`src/rtl/axle_pkg.sv`:
```
// Shared types and constants for the axle counter section.
package axle_pkg;

    typedef enum logic [1:0] {
        IDLE   = 2'd0,
        ACTIVE = 2'd1,
        HOLD   = 2'd2
    } state_t;

    localparam logic [1:0] DIR_NONE = 2'b00;
    localparam logic [1:0] DIR_A2B  = 2'b01;
    localparam logic [1:0] DIR_B2A  = 2'b10;

    localparam int DEFAULT_WHEELS_PER_BOGEY = 4;

endpackage

```
`src/rtl/axle_edge_sync.sv`:
```
// Two-flop synchroniser followed by a rising-edge detector for one sensor input.
module axle_edge_sync (
    input  logic Clk,
    input  logic Reset,
    input  logic din,
    output logic pulse
);

    logic sync1;
    logic sync2;
    logic prev;

    // NOTE: sequential state uses non-blocking assignments so every flop samples pre-edge values.
    always_ff @(posedge Clk or posedge Reset) begin
        if (Reset) begin
            sync1 <= 1'b0;
            sync2 <= 1'b0;
            prev  <= 1'b0;
        end else begin
            sync1 <= din;
            sync2 <= sync1;
            prev  <= sync2;
        end
    end

    assign pulse = sync2 & ~prev;

endmodule

```
`src/rtl/axle_counter_section.sv`:
```
// Wheel/bogey counter between sensors A and B with gate-close hold timer and sticky error.
// Build option: AXLE_EDGE_DETECT_EN adds input synchronisers and rising-edge detection.
module axle_counter_section
    import axle_pkg::*;
#(
    parameter int WHEELS_PER_BOGEY = DEFAULT_WHEELS_PER_BOGEY,
    parameter int CNT_W            = 8,
    parameter int HOLD_CYCLES      = 16,
    localparam int POS_W           = $clog2(WHEELS_PER_BOGEY + 1) + 1,
    localparam int TMR_W           = $clog2(HOLD_CYCLES + 1)
) (
    input  logic                    Clk,
    input  logic                    Reset,
    input  logic                    a2b,
    input  logic                    b2a,
    input  logic                    clr_err,
    output logic [CNT_W-1:0]        count_a2b,
    output logic [CNT_W-1:0]        count_b2a,
    output logic signed [POS_W-1:0] wheel_pos,
    output logic [1:0]              dir,
    output logic                    gate_close,
    output logic                    err
);

    localparam logic signed [POS_W-1:0] BOGEY_POS = POS_W'(WHEELS_PER_BOGEY);
    localparam logic [CNT_W-1:0]        CNT_MAX   = {CNT_W{1'b1}};
    localparam logic [TMR_W-1:0]        HOLD_LOAD = TMR_W'(HOLD_CYCLES - 1);

    logic in_a;
    logic in_b;

`ifdef AXLE_EDGE_DETECT_EN
    axle_edge_sync u_sync_a (.Clk(Clk), .Reset(Reset), .din(a2b), .pulse(in_a));
    axle_edge_sync u_sync_b (.Clk(Clk), .Reset(Reset), .din(b2a), .pulse(in_b));
`else
    assign in_a = a2b;
    assign in_b = b2a;
`endif

    logic ev_a, ev_b, ev_any, ev_both;
    assign ev_a    = in_a & ~in_b;
    assign ev_b    = in_b & ~in_a;
    assign ev_any  = ev_a | ev_b;
    assign ev_both = in_a & in_b;

    state_t                    state, next_state;
    logic [TMR_W-1:0]          timer, timer_nxt;
    logic [CNT_W-1:0]          cnt_a_nxt, cnt_b_nxt;
    logic signed [POS_W-1:0]   pos_nxt;
    logic [1:0]                dir_nxt;
    logic                      sat_err;
    logic                      pos_zero_evt;

    // NOTE: every always_comb output gets a default first so no path leaves it unassigned (no latch).
    always_comb begin
        cnt_a_nxt = count_a2b;
        cnt_b_nxt = count_b2a;
        pos_nxt   = wheel_pos;
        dir_nxt   = dir;
        sat_err   = 1'b0;
        if (ev_a) begin
            dir_nxt = DIR_A2B;
            pos_nxt = wheel_pos + POS_W'(1);
            if (pos_nxt == BOGEY_POS) begin
                pos_nxt = '0;
                if (count_b2a != '0)        cnt_b_nxt = count_b2a - CNT_W'(1);
                else if (count_a2b == CNT_MAX) sat_err = 1'b1;
                else                        cnt_a_nxt = count_a2b + CNT_W'(1);
            end
        end else if (ev_b) begin
            dir_nxt = DIR_B2A;
            pos_nxt = wheel_pos - POS_W'(1);
            if (pos_nxt == -BOGEY_POS) begin
                pos_nxt = '0;
                if (count_a2b != '0)        cnt_a_nxt = count_a2b - CNT_W'(1);
                else if (count_b2a == CNT_MAX) sat_err = 1'b1;
                else                        cnt_b_nxt = count_b2a + CNT_W'(1);
            end
        end
    end

    assign pos_zero_evt = ev_any && (pos_nxt == '0);

    // An event that lands the balance on zero always (re)starts the hold period.
    always_comb begin
        next_state = state;
        timer_nxt  = timer;
        if (pos_zero_evt) begin
            next_state = HOLD;
            timer_nxt  = HOLD_LOAD;
        end else begin
            case (state)
                IDLE:   if (ev_any) next_state = ACTIVE;
                ACTIVE: next_state = ACTIVE;
                HOLD: begin
                    if (ev_any)              next_state = ACTIVE;
                    else if (timer == '0)    next_state = IDLE;
                    else                     timer_nxt  = timer - TMR_W'(1);
                end
                default: next_state = IDLE;
            endcase
        end
    end

    always_ff @(posedge Clk or posedge Reset) begin
        if (Reset) begin
            state      <= IDLE;
            timer      <= '0;
            count_a2b  <= '0;
            count_b2a  <= '0;
            wheel_pos  <= '0;
            dir        <= DIR_NONE;
            gate_close <= 1'b0;
            err        <= 1'b0;
        end else begin
            state      <= next_state;
            timer      <= timer_nxt;
            count_a2b  <= cnt_a_nxt;
            count_b2a  <= cnt_b_nxt;
            wheel_pos  <= pos_nxt;
            dir        <= dir_nxt;
            gate_close <= (next_state != IDLE);
            if (ev_both || sat_err) err <= 1'b1;
            else if (clr_err)       err <= 1'b0;
        end
    end

endmodule

```
`config.mk`:
```
export PLATFORM = sky130hd
export DESIGN_NAME = axle_counter_section
export DESIGN_NICKNAME = d
export VERILOG_FILES = /design/src/rtl/axle_pkg.sv /design/src/rtl/axle_edge_sync.sv /design/src/rtl/axle_counter_section.sv
export SDC_FILE = /design/constraint.sdc
export NUM_CORES = 1
export LEC_CHECK = 0
export ABC_AREA = 1
export CAP_MARGIN = 20
export CORE_MARGIN = 10
export CORE_UTILIZATION = 35
export DETAILED_ROUTE_END_ITERATION = 8
export GPL_TIMING_DRIVEN = 1
export PLACE_DENSITY = 0.61
export SYNTH_ARGS = -nofsm -noshare
export SYNTH_HDL_FRONTEND = slang
export SYNTH_SLANG_ARGS = --single-unit
```
`constraint.sdc`:
```
create_clock -name Clk -period 4.6 [get_ports Clk]
set_input_delay 0.92 -clock Clk [delete_from_list [all_inputs] [get_ports Clk]]
set_output_delay 0.92 -clock Clk [all_outputs]
set_load 0.005 [all_outputs]
```
After elaboration in Yosys (flattened, before gate mapping)

Index checks and enable logic that the tools add are counted.

Memory bits (writable): 0
Register bits: 31
Bits of input ports: 5
Word-level logic and storage cells: 90
Memories: 0
Bits in latches: 0
Memory bits (read-only): 0
Output and inout bits: 24

Divide/modulo/power cells: 0
$add $sub $neg: 7
Shift-type cells: 0
Bitwise operators: 6
$lt $le $gt $ge: 0
Multiplexer cells: 39
Multiply operators: 0
Reduce and logical (&&, ||, !) cells: 16
Equal/unequal tests: 14

Operators with widths:

| kind                  | number |
|---|---|
| $mux W8               | 14 |
| $mux W5               | 4 |
| $add A8 B1 Y8 const B | 2 |
| $eq A8 B8 Y1 const B  | 2 |
| $mux W4               | 4 |
| $reduce_bool A8 Y1    | 2 |
| $sub A8 B1 Y8 const B | 2 |
| $mux W2               | 6 |
| $reduce_and A6 Y1     | 2 |
| $reduce_bool A2 Y1    | 6 |
| $mux W1               | 10 |
| $ne A2 B2 Y1 const B  | 5 |
| $ne A2 B1 Y1 const B  | 3 |
| $pmux W2 S3           | 1 |
| $logic_not A5 Y1      | 1 |
| $sub A5 B1 Y5 const B | 1 |
| $add A4 B2 Y4 const B | 1 |
| $eq A4 B3 Y1 const B  | 1 |
| $eq A4 B4 Y1 const B  | 1 |
| $logic_not A4 Y1      | 1 |
| $sub A4 B2 Y4 const B | 1 |
| $and A1 B1 Y1         | 3 |
| $reduce_and A3 Y1     | 1 |
| $eq A2 B1 Y1 const B  | 1 |
| other kinds (6)       | 7 |

Longest topological paths before layout

Gate-level depths: netlist (run 1).

Word-level depth: 9
Gate-level depth with buffers: 12
Depth with buffers taken out: 12

Worst setup path after synthesis (run 1)

Ideal clock, no wire load.

Kind: in2reg
From: in b2a
To: reg count_a2b[7]
Buffers on the path: 0
Required time: 4.483 ns
Library setup time: 0.117 ns
Stages on the path: 11
Setup slack: 1.770 ns
Arrival: 2.713 ns
Path through: inv_1 > ha_1 > clkinv_1 > ha_1 > a21o_1 > a31oi_1 > nand2_1 > nand2_1 > nand2_1 > nand3_1 > nand2_1

Word-level cells in the longest chain between the ends: 4
Elaborated cells on any way between the ends: 11
Those cells by class: eq/ne (3); mux (1); bitwise (3); reduce/logical (4)

RTL lines:

| what                                                  | line                        | RTL |
|---|---|---|
| from (decl)                                           | axle_counter_section.sv:15  | `input logic b2a,` |
| $not A1 Y1                                            | axle_counter_section.sv:41  | `assign ev_a = in_a & ~in_b;` |
| $and A1 B1 Y1                                         | axle_counter_section.sv:41  |  |
| $ne A2 B2 Y1 (no source line) (tied with other cells) | n/a                         |  |
| $reduce_and A6 Y1 (no source line)                    | n/a                         |  |
| to (signal assigned)                                  | axle_counter_section.sv:118 | `count_a2b <= cnt_a_nxt;` |
| to (decl)                                             | axle_counter_section.sv:17  | `output logic [CNT_W-1:0] count_a2b,` |

Several ways; a longest one is shown, not always the timed one.
A chain may end at the register's enable or synchronous reset.

Worst setup path after layout (run 1)

From: in a2b
To: reg count_a2b[6]

Word-level cells in the longest chain between the ends: 4
Elaborated cells on any way between the ends: 11
Those cells by class: eq/ne (3); mux (1); bitwise (3); reduce/logical (4)

RTL lines:

| what                                | line                       | RTL |
|---|---|---|
| from (decl)                         | axle_counter_section.sv:14 | `input logic a2b,` |
| $not A1 Y1                          | axle_counter_section.sv:42 | `assign ev_b = in_b & ~in_a;` |
| $and A1 B1 Y1                       | axle_counter_section.sv:42 |  |
| $reduce_bool A2 Y1 (no source line) | n/a                        |  |
| $reduce_and A6 Y1 (no source line)  | n/a                        |  |

Several ways; a longest one is shown, not always the timed one.

==> results.cfg, run 1 <==
[routing]
wl_mm = 5.41
wire_per_inst_um = 13.1
via_per_inst = 4.89
dr.pass1.iters = 4
ant_nets = 0
vias = 2016
drtIter0Drc = 76
drc = 0

[timing]
period_share = 0.743
finalClockSkew_ps = 12.0
slew_violations = 0
hold_ws_ps = 503
clock.fmax_mhz = 293
post-route-min-period_ps = 3420
slew-limit-headroom = 0.467
final-setup-viol-count = 0
finalSetupTns_ps = 0
rsz0062_at_grt = false
hold_viol_final = 0
tightest_slew_ps = 798

[synth]
synth_warnings = 0
syn_area_per_cell_sq_um = 7.64
synth_cell_types = 30
synth.cell_area_sq_um = 2290
ys_seq_area_frac = 0.339
ys_seq_elements = 31
synthCells = 300
synth_nets = 326

[clock_tree]
clk_pin_slew_ps = 70
cts_tree = done
h-tree-depth = 2
cts_sinks = 31
clk-insertion-delay-late_ps = 280
ctsResizeCount = 0
cts_buffers = 5
ctsHoldBuffers = 0
cts_setup_buffers = 0
root_buffer = clkbuf_8
clockBufferDepth = 2

[global_routing]
globalRoute.totalOverflow = 0
grt_use_total = 0.112
grt_pass1_vias = 2006
grt_max_degree = 21
antenna_found_initial = 0
grt_pass1_wl_mm = 9.47

[placed_design]
place_inst = 404
dpl_cell_area_sq_um = 2660
numPortBuffers = 28
hpwl_mm = 4.13
gp_congestion = 0.890

[layout]
num-fill-cells = 625
finalNonFillerCells = 412
num-nets-final = 360
syn_to_final_growth_pct = 21.0
insertedDiodeCount = 0
drive_gt1_frac = 0.0687
final_cell_area_sq_um = 2770

[worst_setup_path]
crit_type = in -> reg
required_ps = 4820
path_cells = clkdlybuf4s50_1 -> ha_1 -> buf_4 -> clkinv_1 -> ha_1 -> nand2_1 -> inv_1 -> nand4_1 -> nand3_1 -> xor2_1 -> nand3_1 -> nand2_1
cp-start-kind = input pin
arrival_ps = 3630
critPathCaptureType = register
worst-r2r-setup-slack_ps = 2360
worstPathMaxFanout = 19
cp_slowest_cell = ha_1
max_stage_delay_ps = 590

[floorplanning]
core_area_sq_um = 6350
ios = 29
rows = 29
die-area_sq_um = 10200
initial_utilization = 0.361
die_w_um = 101
fp.dieH_um = 101

[power_and_ir_drop]
ir_drop_v = 0.000283
p_leak_nw = 1.41
total_power_mw = 1.69
power_density_nw_per_um2 = 609

[outcome]
status = finished clean

[job]
drv_cap = 0

[hold_path]
hold_path_class = reg -> reg
## report_power, final
group | internal, mW | switching [mW]
clock | 0.175 | 0.100
sequential | 0.372 | 0.158
combinational | 0.418 | 0.465
## sequential cells by signal, summed over array words and instances, names as in the netlist
register	flops
wheel_pos	4
count_b2a	8
timer	5
gate_close	1
err	1
dir	2
state	2
count_a2b	8
## Yosys cell counts
master    count  share of area
nand2_2       1         0.0027
dfrtp_1      31           0.34
nand2_4       1         0.0049
or2_2         2         0.0055
buf_2         1         0.0022
o21bai_1      1         0.0033
inv_1        36          0.059
o21ai_1       1         0.0022
a21oi_1       9          0.020
nor2_2        1         0.0027
o211ai_1      1         0.0033
o21ai_2       5          0.019
a21o_1        3         0.0098
fa_1          2          0.017
nor2_1       22          0.036
nand4_1      11          0.030
xnor2_1       4          0.015
ha_1         19           0.10
a31oi_1       5          0.014
nor3_1        5          0.011
clkinv_1      1         0.0016
nor2_4        1         0.0049
nand4_4       1         0.0093
xor2_1       12          0.046
a21oi_4       1         0.0071
o21ai_0       6          0.013
nand2_1      85           0.14
nand3b_1      3         0.0098
buf_6         2         0.0098
nand3_1      27          0.059
## cells in the final DEF (no fill, tap or decap), types with 2 or more instances in the layout
cell / Yosys / final
a21o_1: 3 / 3
a21oi_1: 9 / 9
a31oi_1: 5 / 5
buf_4: 0 / 2
clkbuf_8: 0 / 6
clkdlybuf4s50_1: 0 / 28
dfrtp_1: 31 / 31
fa_1: 2 / 2
ha_1: 19 / 19
inv_1: 36 / 36
nand2_1: 85 / 85
nand3_1: 27 / 27
nand3b_1: 3 / 3
nand4_1: 11 / 11
nor2_1: 22 / 22
nor3_1: 5 / 5
o21ai_0: 6 / 6
o21ai_2: 5 / 5
or2_2: 2 / 2
xnor2_1: 4 / 4
xor2_1: 12 / 12
## per-stage QoR
step                      setup slack, ps  utilization
after floorplan                      1770            -
after global placement                993        0.418
after detailed placement              942        0.418
after CTS                            1230        0.437
after global routing                  990        0.437
final                                1180        0.437
## layer usage
metal / global-route usage / routed length [um] / part of all wire / vias up
met4: 0.0322 / 2 / 0.00037 / 0
met2: 0.183 / 2550 / 0.47 / 27
met3: 0.0309 / 249 / 0.046 / 2
met5: 0 / 0 / 0 / -
li1: - / - / - / 1049
met1: 0.141 / 2610 / 0.48 / 938
## cells by family (layout without fill, tap and decap cells)
| logic type | after synthesis | after routing | synth area share |
|---|---|---|---|
| compound gates | 32 | 32 | 0.0912 |
| xor+xnor | 16 | 16 | 0.0612 |
| flops | 31 | 31 | 0.339 |
| simple gates | 160 | 160 | 0.315 |
| buf+inv | 40 | 75 | 0.0726 |
| fa+ha+maj | 21 | 21 | 0.121 |
## layout make-up
class	instances	area [sq um]	area share
multi-input cells	229	1350	0.486
repair buffers	30	295	0.106
clock buffers	6	82.6	0.0298
flip-flops and latches	31	776	0.280
inverters	37	139	0.0501
well taps	77	96.3	0.0347
clock inverters	2	35.0	0.0126
## final timing paths
kind	startpoint	endpoint	cells after the start
min in group asynchronous	Reset	state[1]	2
worst min register to register	dir[1]	dir[1]	2
max in group asynchronous	Reset	count_b2a[4]	3
worst min-delay path	dir[1]	dir[1]	2
worst max-delay path	a2b	count_a2b[6]	12
worst max register to register	wheel_pos[0]	count_a2b[0]	10
## critical path, delay by kind of cell
kind | cells | cell delay [ps]
adders and majority gates | 2 | 750
and+or+nand+nor | 5 | 460
xor gates and xnor gates | 1 | 170
buffers and inverters | 4 | 1330
(Power assumes the default switching activity.)
==> inputs of run 2 (changes only) <==
- clock period: 4.6 -> 3.24 ns (I/O delays scaled with it)
==> run 2 against run 1 <==
Against the previous run:
- clock skew fell by 7.5 ps
- sequential cell count unchanged
- global-route usage decreased by 0.53 points
- register-to-register slack worse by 1200 ps
- via count shrank 0.64%
- setup slack lost 590 ps
- die area stayed put
- routed wire length fell by 4.6%
- cell area down 0.23%
- sequential share of layout area increased by 0.063 points
- largest power group unchanged
==> results.cfg, run 2 (synthesized netlist as in run 1, its figures left out) <==
[outcome]
status = finished clean

[layout]
num-nets-final = 361
insertedDiodeCount = 0
top_regs = count_a2b (8), count_b2a (8), timer (5)
final_common_cell = nand2_1
syn_to_final_growth_pct = 20.8
most-common-layout-cells = nand2_1 (85), inv_1 (36), dfrtp_1 (31)
finalNonFillerCells = 413
final_util = 0.436
drive_gt1_frac = 0.0714

[floorplanning]
ios = 29
initial_utilization = 0.361
die_w_um = 101
core_area_sq_um = 6350
fp.dieH_um = 101
rows = 29
die-area_sq_um = 10200

[clock_tree]
ctsHoldBuffers = 0
h-tree-depth = 2
clk-insertion-delay-late_ps = 280
root_buffer = clkbuf_8
clockBufferDepth = 2
cts_buffers = 5
ctsResizeCount = 0
cts_sinks = 31
clk_pin_slew_ps = 70
cts_setup_buffers = 0
cts_tree = done

[worst_setup_path]
arrival_ps = 2830
path_cells = clkdlybuf4s50_1 -> ha_1 -> clkinv_1 -> ha_1 -> nand2_1 -> nand2_1 -> a21oi_1 -> nand2_1 -> xor2_1 -> nand3_1 -> nand2_1
crit_buf_inv = 2
max_stage_delay_ps = 510
critPathCaptureType = register
path_common_cell = nand2_1
cp-start-kind = input pin
cp_slowest_cell = clkdlybuf4s50_1
cp_top_family = buffers and inverters
required_ps = 3420
crit_type = in -> reg
worstPathMaxFanout = 10

[timing]
rsz0062_at_grt = false
tightest_slew_ps = 588
period_share = 0.819
slew_violations = 0
slew-limit-headroom = 0.607
post-route-min-period_ps = 2650
hold_ws_ps = 496
finalSetupTns_ps = 0
clock.fmax_mhz = 377
final-setup-viol-count = 0
finalClockSkew_ps = 4.52
hold_viol_final = 0

[job]
drv_cap = 0

[placed_design]
numPortBuffers = 28
gp_congestion = 0.823
hpwl_mm = 4.08
place_inst = 405

[global_routing]
globalRoute.totalOverflow = 0
grt_max_degree = 19
grt_pass1_wl_mm = 9.03
grt_pass1_vias = 1926
antenna_found_initial = 0
grt_use_total = 0.107

[power_and_ir_drop]
power_density_nw_per_um2 = 845
ir_drop_v = 0.000404
total_power_mw = 2.34
p_leak_nw = 1.40

[routing]
ant_nets = 0
wire_per_inst_um = 12.5
via_per_inst = 4.85
drc = 0
drtIter0Drc = 86
dr.pass1.iters = 6
wl_mm = 5.16
vias = 2003

[hold_path]
hold_path_class = reg -> reg
==> run 2: cell types whose count changed in the layout (fill, tap and decap cells not counted) <==
cell        change
buf_4           +1
bufinv_16       -1
clkbuf_8        +1
clkinv_2        -1
clkinvlp_4      +1
==> run 2: routing by layer <==
metal / global-route usage / up-vias / wire length [um]
met5: 0 / - / 0
met4: 0.0354 / 0 / 61
met3: 0.0322 / 5 / 303
met2: 0.168 / 35 / 2380
met1: 0.136 / 913 / 2410
li1: - / 1050 / -
==> run 2: worst reg2reg max path: stages, from the launching register on <==
cell and delay [ps]:
dfrtp_1 480, inv_1 130, ha_1 230, inv_1 50, nand2_1 50, nand2_1 120, nand4_4 140, a21oi_4 320
nand2_1 250, nand2_1 110, nand2_1 50
==> run 2: final cells by class <==
type	count	area, sq um
Clock buffer	7	96.3
Timing Repair Buffer	31	303
Clock inverter	1	7.51
Sequential cell	31	776
Fill cell	626	3580
Multi-Input combinational cell	229	1350
Inverter	37	139
Tap cell	77	96.3
==> run 2: where the power goes <==
part / internal, mW / switching [mW]
sequential: 0.528 / 0.215
clock: 0.193 / 0.145
combinational: 0.595 / 0.660
==> run 2: per-stage QoR <==
stage	setup slack [ps]	cell area (sq um)
6_report	587	2770
5_1_grt	373	2770
3_5_place_dp	230	2660
2_1_floorplan	682	2290
3_3_place_gp	291	2660
4_1_cts	542	2770
==> run 2: final timing paths <==
kind / endpoint / start / cells past startpoint / slack [ps]
setup / recovery: count_a2b[5] / a2b / 11 / 590
hold / removal: dir[1] / dir[1] / 2 / 500
setup reg to reg: count_a2b[3] / wheel_pos[0] / 10 / 1170
hold reg to reg: dir[1] / dir[1] / 2 / 500
max in group asynchronous: count_b2a[4] / Reset / 3 / 1860
min in group asynchronous: gate_close / Reset / 2 / 730
